==> src/rtl/fp_result_retire_if.sv <==
// Handshake and status bundle for fp_result_retire.
// master = FMA producer / consumer side, slave = the retire queue.
interface fp_result_retire_if #(
  parameter int unsigned exp_width  = 8,
  parameter int unsigned frac_width = 23,
  parameter int unsigned depth      = 4
);
  localparam int unsigned ResultW = exp_width + frac_width + 1;
  localparam int unsigned CountW  = $clog2(depth) + 1;

  logic               in_valid;
  logic               in_ready;
  logic [ResultW-1:0] in_result;
  logic [4:0]         in_exception;
  logic [3:0]         in_tag;
  logic               out_valid;
  logic               out_ready;
  logic [ResultW-1:0] out_result;
  logic [4:0]         out_exception;
  logic [3:0]         out_tag;
  logic               flags_clear;
  logic [4:0]         flags;
  logic [CountW-1:0]  count;

  modport master (
    output in_valid, in_result, in_exception, in_tag, out_ready, flags_clear,
    input  in_ready, out_valid, out_result, out_exception, out_tag, flags, count
  );

  modport slave (
    input  in_valid, in_result, in_exception, in_tag, out_ready, flags_clear,
    output in_ready, out_valid, out_result, out_exception, out_tag, flags, count
  );
endinterface

==> src/rtl/fp_result_retire.sv <==
// In-order retire queue for FMA results with sticky accrued exception flags.
// Optional macro FP_RESULT_NAN_CANON_EN canonicalises stored NaNs to the default qNaN.
module fp_result_retire #(
  parameter int unsigned exp_width  = 8,
  parameter int unsigned frac_width = 23,
  parameter int unsigned depth      = 4
) (
  input logic                 clk,
  input logic                 reset,
  fp_result_retire_if.slave   bus
);
  localparam int unsigned ResultW = exp_width + frac_width + 1;
  localparam int unsigned PtrW    = $clog2(depth);
  localparam int unsigned CountW  = PtrW + 1;
  localparam int unsigned EntryW  = ResultW + 5 + 4;
  localparam logic [CountW-1:0] Full = CountW'(depth);

  logic [EntryW-1:0]  r_mem [depth];
  logic [PtrW-1:0]    r_wptr;
  logic [PtrW-1:0]    r_rptr;
  logic [CountW-1:0]  r_count;
  logic [4:0]         r_flags;

  logic               w_in_ready;
  logic               w_out_valid;
  logic               w_push;
  logic               w_pop;
  logic [ResultW-1:0] w_store;
  logic [EntryW-1:0]  w_head;

  // in_ready looks only at occupancy, so a pop never frees a slot in the same cycle.
  assign w_in_ready  = (r_count != Full);
  assign w_out_valid = (r_count != '0);
  assign w_push      = bus.in_valid && w_in_ready;
  assign w_pop       = w_out_valid && bus.out_ready;

`ifdef FP_RESULT_NAN_CANON_EN
  logic w_is_nan;
  assign w_is_nan = (&bus.in_result[ResultW-2 -: exp_width]) &&
                    (bus.in_result[frac_width-1:0] != '0);
  assign w_store  = w_is_nan ? {1'b0, {exp_width{1'b1}}, 1'b1, {(frac_width-1){1'b0}}}
                             : bus.in_result;
`else
  assign w_store  = bus.in_result;
`endif

  // Storage is left unreset; it is only observable once count is non-zero.
  always_ff @(posedge clk) begin
    if (w_push) begin
      r_mem[r_wptr] <= {w_store, bus.in_exception, bus.in_tag};
    end
  end

  always_ff @(posedge clk or posedge reset) begin
    if (reset) begin
      r_wptr  <= '0;
      r_rptr  <= '0;
      r_count <= '0;
      r_flags <= '0;
    end else begin
      if (w_push) begin
        r_wptr <= r_wptr + 1'b1;
      end
      if (w_pop) begin
        r_rptr <= r_rptr + 1'b1;
      end
      unique case ({w_push, w_pop})
        2'b10:   r_count <= r_count + 1'b1;
        2'b01:   r_count <= r_count - 1'b1;
        default: r_count <= r_count;
      endcase
      r_flags <= (bus.flags_clear ? 5'b0 : r_flags) | (w_pop ? w_head[8:4] : 5'b0);
    end
  end

  assign w_head            = r_mem[r_rptr];
  assign bus.in_ready      = w_in_ready;
  assign bus.out_valid     = w_out_valid;
  assign bus.out_result    = w_head[EntryW-1:9];
  assign bus.out_exception = w_head[8:4];
  assign bus.out_tag       = w_head[3:0];
  assign bus.flags         = r_flags;
  assign bus.count         = r_count;
endmodule

==> src/flat_wrapper.sv <==
// flat-port wrapper written by rule: the top's interface ports become plain ports
module fp_result_retire_flat 
#(
  parameter int unsigned exp_width  = 8,
  parameter int unsigned frac_width = 23,
  parameter int unsigned depth      = 4
)
  (clk, reset, bus_in_valid, bus_in_result, bus_in_exception, bus_in_tag, bus_out_ready, bus_flags_clear, bus_in_ready, bus_out_valid, bus_out_result, bus_out_exception, bus_out_tag, bus_flags, bus_count);
  fp_result_retire_if #(.exp_width(exp_width), .frac_width(frac_width), .depth(depth)) bus_i ();
  input logic clk;
  input logic reset;
  input wire logic [$bits(bus_i.in_valid)-1:0] bus_in_valid;
  input wire logic [$bits(bus_i.in_result)-1:0] bus_in_result;
  input wire logic [$bits(bus_i.in_exception)-1:0] bus_in_exception;
  input wire logic [$bits(bus_i.in_tag)-1:0] bus_in_tag;
  input wire logic [$bits(bus_i.out_ready)-1:0] bus_out_ready;
  input wire logic [$bits(bus_i.flags_clear)-1:0] bus_flags_clear;
  output wire logic [$bits(bus_i.in_ready)-1:0] bus_in_ready;
  output wire logic [$bits(bus_i.out_valid)-1:0] bus_out_valid;
  output wire logic [$bits(bus_i.out_result)-1:0] bus_out_result;
  output wire logic [$bits(bus_i.out_exception)-1:0] bus_out_exception;
  output wire logic [$bits(bus_i.out_tag)-1:0] bus_out_tag;
  output wire logic [$bits(bus_i.flags)-1:0] bus_flags;
  output wire logic [$bits(bus_i.count)-1:0] bus_count;
  assign bus_i.in_valid = bus_in_valid;
  assign bus_i.in_result = bus_in_result;
  assign bus_i.in_exception = bus_in_exception;
  assign bus_i.in_tag = bus_in_tag;
  assign bus_i.out_ready = bus_out_ready;
  assign bus_i.flags_clear = bus_flags_clear;
  assign bus_in_ready = bus_i.in_ready;
  assign bus_out_valid = bus_i.out_valid;
  assign bus_out_result = bus_i.out_result;
  assign bus_out_exception = bus_i.out_exception;
  assign bus_out_tag = bus_i.out_tag;
  assign bus_flags = bus_i.flags;
  assign bus_count = bus_i.count;
  fp_result_retire #(.exp_width(exp_width), .frac_width(frac_width), .depth(depth)) u_core (.clk(clk), .reset(reset), .bus(bus_i));
endmodule
==> config.mk <==
export PLATFORM = sky130hd
export DESIGN_NAME = fp_result_retire_flat
export DESIGN_NICKNAME = d
export VERILOG_FILES = /design/src/rtl/fp_result_retire_if.sv /design/src/rtl/fp_result_retire.sv /design/src/flat_wrapper.sv
export SDC_FILE = /design/constraint.sdc
export NUM_CORES = 1
export LEC_CHECK = 0
export ABC_AREA = 1
export CORE_AREA = 5 5 124 126
export CTS_CLUSTER_DIAMETER = 150
export DETAILED_ROUTE_END_ITERATION = 8
export DIE_AREA = 0 0 129 131
export PLACE_DENSITY = 0.74
export SLEW_MARGIN = 20
export SYNTH_ARGS = -nofsm -noshare
export SYNTH_HDL_FRONTEND = slang
export SYNTH_SLANG_ARGS = --single-unit
==> constraint.sdc <==
create_clock -name clk -period 2.63 [get_ports clk]
set_clock_uncertainty 0.05 [all_clocks]
set_input_delay 0.526 -clock clk [delete_from_list [all_inputs] [get_ports clk]]
set_output_delay 0.526 -clock clk [all_outputs]
set_load 0.005 [all_outputs]
[Word level (Yosys, flattened, before mapping)]
Memories as Yosys holds them, arrays and structs flattened.
Cells that the tools add are included.
Word-level totals
  register bits after elaboration: 12
  output and inout port bits: 51
  memories: 1
  input bits: 46
  bits in writable memories: 164
Operators by class
  $add $sub $neg: 4
  muxes and demuxes: 5
  bitwise gates (word level): 1
  reductions and logical operators: 4
  equality and inequality tests: 3
Memories
  u_core.r_mem: words 4, width 41, rd ports 1, clocked after memory_dff 0, write ports 1, RTL line fp_result_retire.sv:18  | logic [EntryW-1:0] r_mem [depth];
Operator list (count)
  $mux W5: 2
  $pmux W3 S2: 1
  $or A5 B5 Y5: 1
  $add A2 B1 Y2 const B: 2
  $add A3 B1 Y3 const B: 1
  $ne A3 B3 Y1 const B: 1
  $reduce_bool A3 Y1: 1
  $sub A3 B1 Y3 const B: 1
  $eq A2 B1 Y1 const B: 1
  $eq A2 B2 Y1 const B: 1
  $logic_and A1 B1 Y1: 2
  $mux W1: 2
  $reduce_bool A2 Y1: 1

[Logic depth before layout (Yosys ltp)]
Gate-level depths: netlist (run 1).
  depth in word-level cells: 4
  mapped depth: 10
  mapped depth without buffers: 10

[Worst setup path after synthesis (run 1)]
Ideal clock, no wire load.
  path type: flip-flop to flip-flop
  start: register u_core.r_count[0], in the netlist u_core.bus.count[0]
  end: memory u_core.r_mem[0][0] (netlist bit), enable pin
  library setup time: 439 ps
  data arrival time: 2442 ps
  path slack: -301 ps
  buffers on the path: 0
  period minus slack after synthesis: 2931 ps
  stages on the path, launching flop included: 5
  cells stage by stage: dfrtp_1 -> nor2_1 -> nand2_1 -> nand2_2 -> nor2_1
On the way
  word-level cells in the longest chain between the ends: 4
Ends and longest elaborated chain
  start: declaration: RTL line fp_result_retire.sv:21  | logic [CountW-1:0] r_count;
  start signal: assignment: RTL line fp_result_retire.sv:68  | 2'b10: r_count <= r_count + 1'b1;
  start signal: assignment: RTL line fp_result_retire.sv:69  | 2'b01: r_count <= r_count - 1'b1;
  start signal: assignment: RTL line fp_result_retire.sv:70  | default: r_count <= r_count;
  $ne A3 B3 Y1: RTL line fp_result_retire.sv:32  | assign w_in_ready = (r_count != Full);
  via bus_in_ready: RTL line flat_wrapper.sv:18  | output wire logic [$bits(bus_i.in_ready)-1:0] bus_in_ready;
  $logic_and A1 B1 Y1: RTL line fp_result_retire.sv:34  | assign w_push = bus.in_valid && w_in_ready;
  $mux W1: RTL line fp_result_retire.sv:49  | if (w_push) begin
  $mux W1 (implied by the code): RTL line fp_result_retire.sv:50  | r_mem[r_wptr] <= {w_store, bus.in_exception, bus.in_tag};
  end: declaration: RTL line fp_result_retire.sv:18
The timed path passes the listed nets, and every way through them passes these cells.

[Final worst setup path (run 1)]
  start: register u_core.r_rptr[0]
  end: output port bus_out_result[17]
On the way
  word-level cells in the longest chain between the ends: 1
Ends and longest elaborated chain
  start: declaration: RTL line fp_result_retire.sv:20  | logic [PtrW-1:0] r_rptr;
  start signal: assignment: RTL line fp_result_retire.sv:65  | r_rptr <= r_rptr + 1'b1;
  $mem_v2 Z4 W41
  end: declaration: RTL line flat_wrapper.sv:20  | output wire logic [$bits(bus_i.out_result)-1:0] bus_out_result;
No other way between the ends.

==> flow_summary.ini, run 1 <==
[status]
outcome = complete, no violations

[timing]
min_period_ps = 2593
period_share_pct = 98.58
relSlewSlack_pct = 67.94
finalHoldViolCount = 0
slew_violations = 0
rsz0062_at_grt = true
max_freq_ghz = 0.3857
setup_viol = 0
tightest_slew_ps = 480.4

[critical_path]
critPathKind = reg -> out
r2r_start = u_core.bus.count[0]$_DFFE_PP0P_
worst_setup_path_end_kind = primary output
critical_path.max_fanout = 28
cp.arrival_ps = 2020
startpoint = u_core.r_rptr[0]$_DFFE_PP0P_
worstSetupStartpointType = flip-flop
required_ps = 2050

[drt]
routed_wl_um = 15060
viasPerCell = 5.362
wl_per_cell_um = 19.09
firstDrtPassIters = 4
drt_iter0_drc = 337
vias = 4231
ant_nets = 0
drc = 0

[pwr]
powerDensity_mw_per_mm2 = 1177
p_sw_w = 0.003287
p_clk_share_pct = 23.8
sw_frac_of_total_pct = 31.72
worst_ir_drop_vdd_mv = 0.5252
comb_power_share_pct = 38.5
cellInternalPower_w = 0.007074
seqPwrFrac_pct = 37.7
power_leakage_nw = 3.159

[clock_network]
h-tree-depth = 4
cts.root.buffer_cell = clkbuf_16
cts_tree = done
clk_latency_ps = 420
cts_sinks = 176
cts.clk_slew.worst_paths_ps = 60
clock_tree.buffer_depth = 2
numCtsBuffers = 17

[place]
dpl.hpwl_um = 8820
place_area_mm2 = 0.008000
portBuffers = 96
placed_cells = 751
place_congestion = 0.7883

[yosys]
synthesis.nets = 533
syn_area_mm2 = 0.006759
yosysWarnings = 0
yosysSeqAreaShare_pct = 77.30
syn_inst = 481
syn_area_per_cell_um2 = 14.05
synth-seq-cells = 176
ys_types = 23

[layout]
diodes = 0
final_common_cell = edfxtp_1
mostFrequentLayoutCells = edfxtp_1 (164), clkdlybuf4s50_1 (76), nor2_1 (73)
areaGrowthSynthToFinish_pct = 30.23
nFillCells = 1046
layout.nets = 644
multi_input_area_mm2 = 0.001366
final_area_mm2 = 0.008802
layoutNonFillerInstCount = 789
final_layout_size_suffix_gt1_share_pct = 11.24
regArea_mm2 = 0.005228

[min_path]
hp-class = in -> async

[global_routing]
grt_max_degree = 53
grt_pass1_vias = 4311
antenna_found_initial = 0
grt_pass1_wl_um = 22780
grt_usage_pct = 17.97
overflow = 0

[floorplan]
row_count = 44
ioPinCount = 97
die_w_um = 129
core-area_mm2 = 0.01420
initial_utilization_pct = 47.59
die_area_mm2 = 0.01690
die_y_um = 131

[run]
maxCapViolCount = 0
[final timing paths]
check | endpoint | slack (ps) | cells past startpoint
worst min-delay path | u_core.bus.flags[4]$_DFF_PP0_ | 370 | 2
min in group clk | u_core.bus.flags[2]$_DFF_PP0_ | 440 | 2
max in group asynchronous | u_core.r_rptr[0]$_DFFE_PP0P_ | 1800 | 2
worst max-delay path | bus_out_result[17] | 40 | 4
worst max register to register | u_core.bus.count[2]$_DFFE_PP0P_ | 470 | 9
worst min register to register | u_core.bus.flags[2]$_DFF_PP0_ | 440 | 2
[synthesized netlist by cell type (all sizes together)]
cell    count  share of area (%)
clkbuf      9               0.52
nor2       77                4.3
edfxtp    164                 73
inv        17               0.94
dfrtp      12                4.4
xor2        3               0.39
fa          1               0.30
o21ai      74                5.5
nand3      17                1.3
and2        5               0.46
ha          5               0.93
o22ai      36                3.3
buf        18                2.2
a21oi       1              0.074
xnor2       2               0.26
nand2      40                2.3
[timing repair]
item,CTS,global route
hold buffers,0,0
resized for setup,22,26
buffers inserted,2,1
pin swaps,1,0
setup endpoints to repair,41,31
cloned,0,3
[through the flow]
step                util, %  worst slack [ps]  total power, W  hold WS, ps  setup TNS, ps
global route          61.97            -46.60         0.01096        434.7         -318.0
global placement      56.32             299.5        0.007618        412.1              0
floorplan                 -            -301.2        0.005845        340.7         -49400
detailed placement    56.32             242.3        0.007731        420.6              0
CTS                   60.82            -37.82         0.01025        382.0         -150.0
finish                61.97             37.29         0.01036        375.0              0
[critical path, cell delays in order, from the launching register on]
cell and delay (ps):
dfrtp_2 460, buf_6 250, o21ai_0 150, o22ai_2 190, clkdlybuf4s50_1 540
[state kept, by name, indices dropped and copies added, names as in the netlist]
name              flops
u_core.bus.count      3
u_core.bus.flags      5
u_core.r_mem        164
u_core.r_rptr         2
u_core.r_wptr         2
[per-layer routing]
| layer | GRT usage (%) | routed length, um | vias up | share of wire [%] |
|---|---|---|---|---|
| li1 | - | - | 1986 | - |
| met1 | 22.30 | 6315 | 2098 | 42 |
| met2 | 30.70 | 7591 | 135 | 50 |
| met3 | 5.081 | 1048 | 12 | 7.0 |
| met4 | 5.744 | 108 | 0 | 0.72 |
| met5 | 0 | 0 | - | 0 |
[logic make-up after synthesis]
logic type                 after synthesis  synth area share [%]
AOI/OAI and AO/OA                      111                 8.886
DFF                                    176                 77.30
and+or+nand+nor                        139                 8.256
xor gates and xnor gates                 5                0.6480
buffers and inverters                   44                 3.684
adders and majority gates                6                 1.222
[power by group through the flow]
| stage | combinational [W] | sequential, W | clock [W] |
|---|---|---|---|
| floorplan | 0.00192 | 0.00393 | 0 |
| global placement | 0.00370 | 0.00392 | 0 |
| detailed placement | 0.00377 | 0.00396 | 0 |
| CTS | 0.00384 | 0.00390 | 0.00251 |
| global route | 0.00439 | 0.00395 | 0.00262 |
| finish | 0.00399 | 0.00390 | 0.00247 |
[layout make-up]
cell class,instances,area share [%]
multi-input combinational,261,15.52
sequential,176,59.39
timing repair buffer,119,15.11
inverter,17,0.7818
tap,184,2.615
clock inverter,12,1.620
clock buffer,20,4.961
Note: power is estimated with default switching activity, not from simulation.
==> inputs of run 2 (changes only) <==
--- a/config.mk
+++ b/config.mk
@@ -6,11 +6,12 @@
 export NUM_CORES = 1
 export LEC_CHECK = 0
 export ABC_AREA = 1
-export CORE_AREA = 5 5 124 126
+export CORE_AREA = 5 5 122 124
+export CTS_BUF_LIST = sky130_fd_sc_hd__clkbuf_2 sky130_fd_sc_hd__clkbuf_4 sky130_fd_sc_hd__clkbuf_8
 export CTS_CLUSTER_DIAMETER = 150
 export DETAILED_ROUTE_END_ITERATION = 8
-export DIE_AREA = 0 0 129 131
-export PLACE_DENSITY = 0.74
+export DIE_AREA = 0 0 127 129
+export PLACE_DENSITY = 0.82
 export SLEW_MARGIN = 20
 export SYNTH_ARGS = -nofsm -noshare
 export SYNTH_HDL_FRONTEND = slang
==> flow_summary.ini, run 2 (synthesis results as in run 1) <==
[timing]
setup_viol = 3
setup_ws_ps = -26.59
min_period_ps = 2657
setup_tns_ps = -36.54
period_share_pct = 101.0
rsz0062_at_grt = true
finalHoldViolCount = 0
max_freq_ghz = 0.3764
tightest_slew_ps = 507.9
relSlewSlack_pct = 66.10
slew_violations = 0

[critical_path]
critical_path.max_fanout = 22
worstSetupStartpointType = flip-flop
worstPathCellList = inv_4 > buf_8 > nor2_1 > o22ai_1 > clkdlybuf4s50_1
critPathKind = reg -> out
cp_num_buf_inv = 3
cpPeakStageDelay_ps = 560
worst_setup_path_end_kind = primary output
cp.arrival_ps = 2080
r2r_cells = 9
cp_slowest_cell = clkdlybuf4s50_1
cp.depth = 5
required_ps = 2050
critPathTopFamily = buffers and inverters

[clock_network]
cts_tree = done
numCtsBuffers = 17
cts.clk_slew.worst_paths_ps = 80
cts.root.buffer_cell = clkbuf_8
hold_buffers = 0
clk_latency_ps = 450
cts_sinks = 176
clock_tree.buffer_depth = 2
h-tree-depth = 4

[global_routing]
grt_max_degree = 31
grt_pass1_wl_um = 22420
overflow = 0
grt_pass1_vias = 4243
grt_usage_pct = 18.23
antenna_found_initial = 0

[floorplan]
core-area_mm2 = 0.01367
initial_utilization_pct = 49.46
die_area_mm2 = 0.01638
die_y_um = 129
row_count = 43
ioPinCount = 97
die_w_um = 127

[drt]
firstDrtPassIters = 7
vias = 4311
routed_wl_um = 14580
viasPerCell = 5.423
ant_nets = 0
drc = 0
drt_iter0_drc = 343
wl_per_cell_um = 18.33

[layout]
areaGrowthSynthToFinish_pct = 26.47
diodes = 0
layoutNonFillerInstCount = 795
largest_reg_flops = 164
mostFrequentLayoutCells = edfxtp_1 (164), nor2_1 (73), clkdlybuf4s50_1 (67)
final_layout_size_suffix_gt1_share_pct = 12.20
nFillCells = 992
layout.nets = 655
final_area_mm2 = 0.008548
regMostFlops = u_core.r_mem
final_common_cell = edfxtp_1

[place]
place_congestion = 0.7541
placed_cells = 749
place_area_mm2 = 0.007971
dp_worst_setup_slack_ps = 251.6
dpl.hpwl_um = 8500
portBuffers = 96

[pwr]
worst_ir_drop_vdd_mv = 0.5456
finalPower_w = 0.009523
power_leakage_nw = 3.068
powerDensity_mw_per_mm2 = 1114

[min_path]
hp-class = in -> async

[status]
violations = negative setup slack
outcome = finished with violations

[run]
maxCapViolCount = 0
run 2: cell count changes in the layout (fill, tap and decap cells not counted), moves of 4 or more:
cell | before | now
o22ai_2 | 5 | 0
o22ai_1 | 31 | 36
clkdlybuf4s50_1 | 76 | 67
dlymetal6s2s_1 | 10 | 4
clkbuf_4 | 0 | 4
clkbuf_8 | 0 | 17
dlygate4sd2_1 | 10 | 25
clkbuf_16 | 20 | 0
buf_4 | 6 | 20
run 2: worst paths after layout:
| kind | startpoint | to | slack [ps] |
|---|---|---|---|
| hold / removal | reset | u_core.bus.flags[2]$_DFF_PP0_ | 340 |
| min in group clk | u_core.bus.flags[3]$_DFF_PP0_ | u_core.bus.flags[3]$_DFF_PP0_ | 440 |
| setup / recovery | u_core.r_rptr[0]$_DFFE_PP0P_ | bus_out_result[6] | -30 |
| max in group asynchronous | reset | u_core.r_rptr[1]$_DFFE_PP0P_ | 1820 |
| setup reg to reg | u_core.bus.count[0]$_DFFE_PP0P_ | u_core.bus.count[2]$_DFFE_PP0P_ | 680 |
| hold reg to reg | u_core.bus.flags[3]$_DFF_PP0_ | u_core.bus.flags[3]$_DFF_PP0_ | 440 |
run 2: area by class of cell:
| cell class | count | area (um2) | area share [%] |
|---|---|---|---|
| multi-input cells | 261 | 1340 | 15.68 |
| flip-flops and latches | 176 | 5228 | 61.15 |
| clock buffers | 21 | 264.0 | 3.088 |
| clock inverters | 10 | 71.32 | 0.8343 |
| inverters | 17 | 68.82 | 0.8050 |
| repair buffers | 130 | 1351 | 15.81 |
| well taps | 180 | 225.2 | 2.635 |
run 2: per-layer routing:
| layer | GRT usage [%] | up-vias | part of all wire [%] |
|---|---|---|---|
| li1 | - | 1997 | - |
| met1 | 22.98 | 2137 | 42 |
| met2 | 30.70 | 167 | 50 |
| met3 | 5.147 | 10 | 6.9 |
| met4 | 6.057 | 0 | 0.83 |
| met5 | 0 | - | 0 |
run 2: where the power goes:
part,switching [W],internal [W]
registers,0.000198,0.00371
clock network,0.000851,0.000761
logic,0.00211,0.00189
run 2: through the flow:
step                      hold slack [ps]  util (%)
final                               339.3     62.55
after global routing                384.2     62.55
after CTS                           317.7     61.83
after detailed placement            419.5     58.33
after global placement              412.2     58.33
after floorplan                     340.7         -
run 2: what timing repair did:
action,CTS,global route
resized for setup,34,17
gates cloned,3,0
setup endpoints to repair,41,16
pin swaps,1,0
buffers inserted,6,6
